<file path="config.mk">
export PLATFORM = sky130hd
export DESIGN_NAME = pipe_stage_ctrl
export DESIGN_NICKNAME = d
export VERILOG_FILES = /design/src/rtl/pipe_stage_ctrl.sv
export SDC_FILE = /design/constraint.sdc
export NUM_CORES = 1
export LEC_CHECK = 0
export CAP_MARGIN = 0
export CORE_ASPECT_RATIO = 0.75
export CORE_UTILIZATION = 40
export CTS_CLUSTER_DIAMETER = 200
export CTS_CLUSTER_SIZE = 8
export DETAILED_ROUTE_END_ITERATION = 10
export PLACE_DENSITY_LB_ADDON = 0.08
export SLEW_MARGIN = 20
export SYNTH_ARGS = -nofsm -noshare
export SYNTH_HDL_FRONTEND = slang
export SYNTH_SLANG_ARGS = --single-unit
</file>
<file path="constraint.sdc">
create_clock -name clk -period 3.3 [get_ports clk]
set_input_delay 0.66 -clock clk [delete_from_list [all_inputs] [get_ports clk]]
set_output_delay 0.66 -clock clk [all_outputs]
set_load 0.1 [all_outputs]
</file>
<file path="src/rtl/pipe_stage_ctrl.sv">
// Generic pipeline register bank: payload, valid bit and halt tag per stage,
// with priority stall/flush resolution, sticky halt and saturating counters.
module pipe_stage_ctrl #(
    parameter int unsigned STAGES = 4,
    parameter int unsigned W      = 16,
    parameter int unsigned CNT_W  = 16
) (
    input  logic                  clk,
    input  logic                  rst,
    input  logic                  in_valid,
    input  logic [W-1:0]          in_data,
    input  logic                  in_hlt,
    output logic                  in_ready,
    input  logic [STAGES-1:0]     stall_req,
    input  logic [STAGES-1:0]     flush_req,
    output logic [STAGES*W-1:0]   stage_data,
    output logic [STAGES-1:0]     stage_valid,
    output logic                  hlt,
    output logic [CNT_W-1:0]      stall_cnt,
    output logic [CNT_W-1:0]      flush_cnt
);

    logic [STAGES-1:0] valid_q;
    logic [STAGES-1:0] tag_q;
    logic [W-1:0]      data_q [STAGES];
    logic              hlt_q;

    logic [STAGES-1:0] stall_v, flush_v;
    logic              hold_any, flush_any;
    int unsigned       h_idx, f_idx;
    logic              halt_now, hold_apply, flush_apply;

    logic [STAGES-1:0] prev_v, prev_t;
    logic [W-1:0]      prev_d [STAGES];
    logic [STAGES-1:0] nxt_v, nxt_t;
    logic [W-1:0]      nxt_d [STAGES];

    assign stall_v = stall_req & valid_q;
    assign flush_v = flush_req & valid_q;

    always_comb begin
        hold_any  = 1'b0;
        flush_any = 1'b0;
        h_idx     = 0;
        f_idx     = 0;
        for (int unsigned i = 0; i < STAGES; i++) begin
            if (stall_v[i]) begin
                hold_any = 1'b1;
                h_idx    = i;
            end
            if (flush_v[i]) begin
                flush_any = 1'b1;
                f_idx     = i;
            end
        end
    end

    // A halt-tagged payload in the oldest stage freezes the pipe on the same
    // edge that raises hlt, so the payload stays visible and nothing retires.
    assign halt_now    = hlt_q | (valid_q[STAGES-1] & tag_q[STAGES-1]);
    assign flush_apply = !halt_now && flush_any && (!hold_any || f_idx >= h_idx);
    assign hold_apply  = !halt_now && hold_any && !flush_apply;
    assign in_ready    = !halt_now && !hold_apply && !flush_apply;

    always_comb begin
        prev_v    = {valid_q[STAGES-2:0], in_valid};
        prev_t    = {tag_q[STAGES-2:0], in_valid & in_hlt};
        prev_d[0] = in_data;
        for (int unsigned i = 1; i < STAGES; i++) begin
            prev_d[i] = data_q[i-1];
        end
    end

    always_comb begin
        nxt_v = valid_q;
        nxt_t = tag_q;
        for (int unsigned i = 0; i < STAGES; i++) begin
            nxt_d[i] = data_q[i];
        end
        if (!halt_now) begin
            for (int unsigned i = 0; i < STAGES; i++) begin
                if ((flush_apply && i <= f_idx) || (hold_apply && i == h_idx + 1)) begin
                    nxt_v[i] = 1'b0;
                    nxt_t[i] = 1'b0;
                    nxt_d[i] = '0;
                end else if (!(hold_apply && i <= h_idx)) begin
                    nxt_v[i] = prev_v[i];
                    nxt_t[i] = prev_t[i];
                    nxt_d[i] = prev_d[i];
                end
            end
        end
    end

    always_ff @(posedge clk or posedge rst) begin
        if (rst) begin
            valid_q   <= '0;
            tag_q     <= '0;
            hlt_q     <= 1'b0;
            stall_cnt <= '0;
            flush_cnt <= '0;
            for (int unsigned i = 0; i < STAGES; i++) begin
                data_q[i] <= '0;
            end
        end else begin
            valid_q <= nxt_v;
            tag_q   <= nxt_t;
            hlt_q   <= halt_now;
            for (int unsigned i = 0; i < STAGES; i++) begin
                data_q[i] <= nxt_d[i];
            end
            if (hold_apply && stall_cnt != '1) begin
                stall_cnt <= stall_cnt + CNT_W'(1);
            end
            if (flush_apply && flush_cnt != '1) begin
                flush_cnt <= flush_cnt + CNT_W'(1);
            end
        end
    end

    always_comb begin
        stage_data = '0;
        for (int unsigned i = 0; i < STAGES; i++) begin
            stage_data[i*W +: W] = data_q[i];
        end
    end

    assign stage_valid = valid_q;
    assign hlt         = hlt_q;

endmodule

</file>
Yosys cells after proc, flatten, opt, wreduce, memory -nomap -nowiden
Index checks and enable logic that the tools add are counted.
{ "classes": {"magnitude_cmp": 9, "eq_ne": 9, "n_addsub": 3, "muxes": 38, "bitwise": 6, "n_reduce_logical": 34} }
{ "ops": {"columns": ["operator", "n"], "rows": [
  ["$le A1 B32 Y1 const A", 4],
  ["$le A2 B32 Y1 const A", 4],
  ["$mux W16", 8],
  ["$mux W32", 4],
  ["$eq A2 B32 Y1 const A", 2],
  ["$add A16 B1 Y16 const B", 2],
  ["$add A32 B1 Y32 const B", 1],
  ["$eq A1 B32 Y1 const A", 1],
  ["$ge A32 B32 Y1", 1],
  ["$logic_not A32 Y1", 1],
  ["$ne A16 B16 Y1 const B", 2],
  ["$mux W1", 26],
  ["$logic_and A1 B1 Y1", 20],
  ["$and A4 B4 Y4", 2],
  ["$ne A2 B2 Y1 const B", 4],
  ["$reduce_and A2 Y1", 4],
  ["$logic_or A1 B1 Y1", 5],
  ["$logic_not A1 Y1", 4],
  ["$and A1 B1 Y1", 2],
  ["$not A1 Y1", 1],
  ["$or A1 B1 Y1", 1]
]} }
{ "word_totals": {"regBits": 105, "in_bits": 28, "out_inout_bits": 102, "wordCells": 114} }

Longest topological paths before layout
{ "logic_depth": {"word_depth": 14, "mapped_depth": 11, "ltp_nobuf": 9} }

Least setup slack after synthesis
Ideal clock, no wire load.
{ "synth_path": {"path_type": "reg2out", "start": "register valid_q[2], in the netlist stage_valid[2]", "end": "output in_ready", "path_slack_ns": -1.094, "arrival_time_ns": 3.734, "stages_incl_launch_ff": 8, "n_path_buf": 0, "required_ns": 2.640, "cell_sequence": "dfrtp_1 nand2_1 a32oi_1 ha_1 nand2b_1 a221o_2 and2_2 nor2_1"} }
{ "synth_via": {"elab_chain_len": 11, "elab_cells_between_ends": 21, "cone_classes": "order compare: 1; mux: 8; bitwise: 2; reduce/logical: 10"} }
{ "synth_rtl": {"columns": ["element", "line", "text"], "rows": [
  ["start, declared", "23", "logic [STAGES-1:0] valid_q;"],
  ["start signal, assigned", "106", "valid_q <= nxt_v;"],
  ["$and A4 B4 Y4 (on tied branches)", "39, 38", null],
  ["$mux W32, or another cell as far along (2 in a row)", "51", "if (flush_v[i]) begin"],
  ["$ge A32 B32 Y1 / $logic_not A1 Y1 (equally long branches)", "61", "assign flush_apply = !halt_now && flush_any && (!hold_any || f_idx >= h_idx);"],
  ["$logic_or A1 B1 Y1", "61", null],
  ["$logic_and A1 B1 Y1", "61", null],
  ["$logic_not A1 Y1", "62, 63", null],
  ["$logic_and A1 B1 Y1", "62", "assign hold_apply = !halt_now && hold_any && !flush_apply;"],
  ["$logic_not A1 Y1", "63", "assign in_ready = !halt_now && !hold_apply && !flush_apply;"],
  ["$logic_and A1 B1 Y1", "63", null],
  ["$logic_and A1 B1 Y1 *", "63", null],
  ["end, declared", "13", "output logic in_ready,"]
]} }
Mark *: on every way between the ends. The rest lies on a longest branch, timed or not.

Final worst setup path
{ "layout_path": {"start": "input stall_req[1]", "end": "output in_ready"} }
{ "layout_via": {"elab_chain_len": 12, "elab_cells_between_ends": 17, "cone_classes": "order compare: 1; mux: 6; bitwise: 1; reduce/logical: 9"} }
{ "layout_rtl": {"columns": ["element", "line", "text"], "rows": [
  ["start, declared", "14", "input logic [STAGES-1:0] stall_req,"],
  ["$and A4 B4 Y4 *", "38", "assign stall_v = stall_req & valid_q;"],
  ["$mux W1", "47", "if (stall_v[i]) begin"],
  ["$mux W32 / $mux W1 (equally long branches) (2 in a row)", "47", null],
  ["$ge A32 B32 Y1 / $logic_not A1 Y1 (equally long branches)", "61", null],
  ["$logic_or A1 B1 Y1", "61", null],
  ["$logic_and A1 B1 Y1", "61", null],
  ["$logic_not A1 Y1", "62, 63", null],
  ["$logic_and A1 B1 Y1", "62", null],
  ["$logic_not A1 Y1", "63", null],
  ["$logic_and A1 B1 Y1", "63", null],
  ["$logic_and A1 B1 Y1 *", "63", null]
]} }
Marked as above.

==> key figures <==
STA
  – Slew at the pin closest to its max-slew limit: 0.6482 ns
  – RSZ-0062 raised after global routing: no
  – Final setup vio count: 0
  – Shortest clock period the worst path allows after layout: 3.217 ns
  – Clock tree skew after final layout: 0.008576 ns
  – Final number of hold-violating endpoints: 0
  – Pins over their slew limit: 0
  – Setup WS post-layout: 0.08319 ns
  – Part of the cycle the worst path needs: 97.48%
  – Fin Setup TNS: 0 ns
  – Final hold slack: 0.4934 ns
  – Max-slew headroom at the worst pin: 56.79%
  – Max Clock Freq: 0.3109 GHz

Min path
  – Start point of the worst hold path: stall_cnt[15]
  – Hold-critical path endpoint: stall_cnt[15]
  – Instance count along the most critical hold path: 1
  – Hold/Removal Path Class: register to register

Critical path
  – Setup crit end kind: output pin
  – CP Data Required Time: 2.64 ns
  – Startpoint of the worst register-to-register path: stage_valid[2]
  – Endpoint of the most critical register-to-register path: stage_data[54]
  – Startpoint-to-endpoint class of the critical path: input pin to output pin
  – Type of origin of the critical path: input pin
  – CP cell instances: clkdlybuf4s50_1 > nand3_1 > nand2_1 > ha_1 > nand2b_4 > a221o_2 > and2_4 > nor2_4 > buf_12
  – Library cell contributing the largest single delay on the critical path: sky130_fd_sc_hd__clkdlybuf4s50_1
  – Longest individual stage delay on the worst path: 0.47 ns
  – Crit path max fanout: 2
  – Worst path arrival time: 2.56 ns
  – Worst R2R Setup Slack: 0.57 ns
  – Start point of the critical path: stall_req[1]
  – Depth of the worst register-to-register path: 9

Cells and area
  – Utilization of the core after routing: 56.82%
  – Most common cell after layout, fill and taps aside: sky130_fd_sc_hd__buf_4
  – Signed area change from the synthesized netlist to the final layout: 37.76%
  – Share of cells above drive strength 1: 31.58%
  – NumNets Final: 559
  – Antenna diode count: 0
  – Leading cell types in the layout, fill and taps excluded: 126 x sky130_fd_sc_hd__buf_4, 103 x sky130_fd_sc_hd__dfrtp_1, 54 x sky130_fd_sc_hd__a22o_1

Clock network
  – CTS Buf Count: 9
  – TritonCTS clock tree: done
  – Sinks on the clock net: 105
  – Clock buffer depth: 2
  – Cell at the root of the clock tree: sky130_fd_sc_hd__clkbuf_16
  – Number of H-tree branching levels: 3
  – Clock transition at the registers of the reported paths: 0.07 ns
  – Worst-Skew Late Latency: 0.34 ns

Status
  – Status: completed

Synthesis
  – Number of nets in the synthesized netlist: 409
  – Synthesized instance count: 377
  – Fraction of registers with async set/reset: 100.0%
  – Top_reg_cell synth: sky130_fd_sc_hd__dfrtp_1
  – Fraction of the mapped netlist area in adder cells: 1.109%
  – Post-Synth XOR/XNOR Area: 5.822%
  – Unique masters post-synth: 51
  – Fraction of the mapped netlist area in compound gates: 17.24%
  – Average footprint of a synthesized cell: 11.97 µm²
  – Warning count from the yosys run: 0
  – Share of synthesized area spent on multiplexers: 0.4990%
  – Combinational family with the most area after synthesis: compound AO/OA/AOI/OAI gates
  – Post-synthesis cell area: 4513 µm²
  – Flip-flop and latch count after synthesis: 105
  – Sequential share of the synthesized area: 58.22%
  – Post-synth EDFFs: 0
  – Basic-gate share of the synthesized area counting and, or, nand and nor cells: 13.00%

Route
  – Antenna violation net count after detailed routing: 0
  – Routed via count divided by cell count: 5.263
  – Average wire per cell in the routed design: 17.11 µm
  – DR iter-0 viols: 173
  – Routed WL: 11.50 mm
  – Remaining routing DRC violations: 0
  – Total number of vias: 3,537
  – Number of detailed-routing iterations run before antenna repair: 4

Floorplanning
  – Die outline area: 11,720 µm²
  – Number of primary I/O pins: 130
  – Site row count: 33
  – Die width: 124.7 µm
  – Initial Util: 41.25%
  – Vert. Die Dim: 93.99 µm
  – Area inside the core boundary: 10,940 µm²

Place
  – Port bufs: 129
  – Setup Slack @ Placement: -0.1634 ns
  – Placer's final routability congestion estimate: 0.8213
  – Detailed placer's ending HPWL: 7.737 mm

GRT
  – Vias in the first global route: 3,466
  – Antenna violations before repair: 0
  – Congestion Overflow GR: 0
  – GR Util All Layers: 20.34%
  – Pin count of the biggest net entering global routing: 106
  – Wire length of the first global-routing pass: 18.57 mm

Flow run
  – MaxCap Viol Count: 0
[synthesized netlist by cell type, types with 3 or more instances]
cell type | count | share of area, %
sky130_fd_sc_hd__a22o_1 | 54 | 10
sky130_fd_sc_hd__and2_1 | 3 | 0.42
sky130_fd_sc_hd__and4_1 | 3 | 0.58
sky130_fd_sc_hd__buf_2 | 7 | 0.78
sky130_fd_sc_hd__buf_4 | 3 | 0.50
sky130_fd_sc_hd__clkbuf_1 | 5 | 0.42
sky130_fd_sc_hd__dfrtp_1 | 105 | 58
sky130_fd_sc_hd__ha_1 | 4 | 1.1
sky130_fd_sc_hd__inv_1 | 22 | 1.8
sky130_fd_sc_hd__nand2_1 | 20 | 1.7
sky130_fd_sc_hd__nand3_1 | 11 | 1.2
sky130_fd_sc_hd__nand4_1 | 22 | 3.0
sky130_fd_sc_hd__nor2_1 | 7 | 0.58
sky130_fd_sc_hd__nor3_1 | 16 | 1.8
sky130_fd_sc_hd__nor4_1 | 5 | 0.69
sky130_fd_sc_hd__nor4_2 | 3 | 0.83
sky130_fd_sc_hd__o21ai_0 | 19 | 2.1
sky130_fd_sc_hd__xnor2_1 | 3 | 0.58
sky130_fd_sc_hd__xor2_1 | 27 | 5.2
[repair_timing]
item	4_1_cts	5_1_grt
setup buffers	0	2
endpoints found under the setup margin	1	1
hold buffers	0	0
resized for setup	3	5
pin swaps	4	4
[metal layers]
metal	GRT usage [%]	routed length, µm
met5	0	0
met1	28.22	5398
met4	4.920	112
met2	31.81	5365
met3	5.296	620
[area by class of cell]
class | instances | area (µm²)
Tap cell | 140 | 175.2
Timing Repair Buffer | 157 | 1305
Clock buffer | 10 | 239.0
Fill cell | 937 | 4725
Multi-Input combinational cell | 232 | 1720
Clock inverter | 6 | 61.31
Inverter | 22 | 86.33
Sequential cell | 105 | 2630
[per-stage QoR]
stage,cells,area (µm²)
floorplan,377,4526
finish,672,6217
global placement,654,5883
CTS,670,6191
global route,672,6217
detailed placement,654,5883
[how the worst max path moves through the flow]
stage               slack (ns)  depth (start not counted)        endpoint
floorplan                -0.28                          7        in_ready
global placement         -0.11                          9        in_ready
detailed placement       -0.16                         10  stage_data[63]
CTS                      0.003                         10        in_ready
global route              0.01                          9        in_ready
finish                    0.08                          9        in_ready
[registers in the layout, summed over array words and instances, names as in the netlist]
register     cells
stage_data      64
flush_cnt       16
stall_cnt       16
stage_valid      4
tag_q            4
hlt              1
[logic make-up (layout without fill, tap and decap cells)]
family / Yosys count / count (layout)
adders and majority gates: 4 / 4
xor gates and xnor gates: 30 / 30
DFF: 105 / 105
and+or+nand+nor: 102 / 102
buffers and inverters: 40 / 195
muxes: 2 / 2
AOI/OAI and AO/OA: 94 / 94
[critical path: cells and delay by family]
family | cells | cell delay, ns
buffers and inverters | 2 | 0.65
AO/OA/AOI/OAI | 1 | 0.39
adder cells (fa/ha/maj) | 1 | 0.23
AND/OR/NAND/NOR | 5 | 0.62
Power is not shown: default switching activity piles up to over one toggle a cycle in this logic, so the estimate is an artifact.
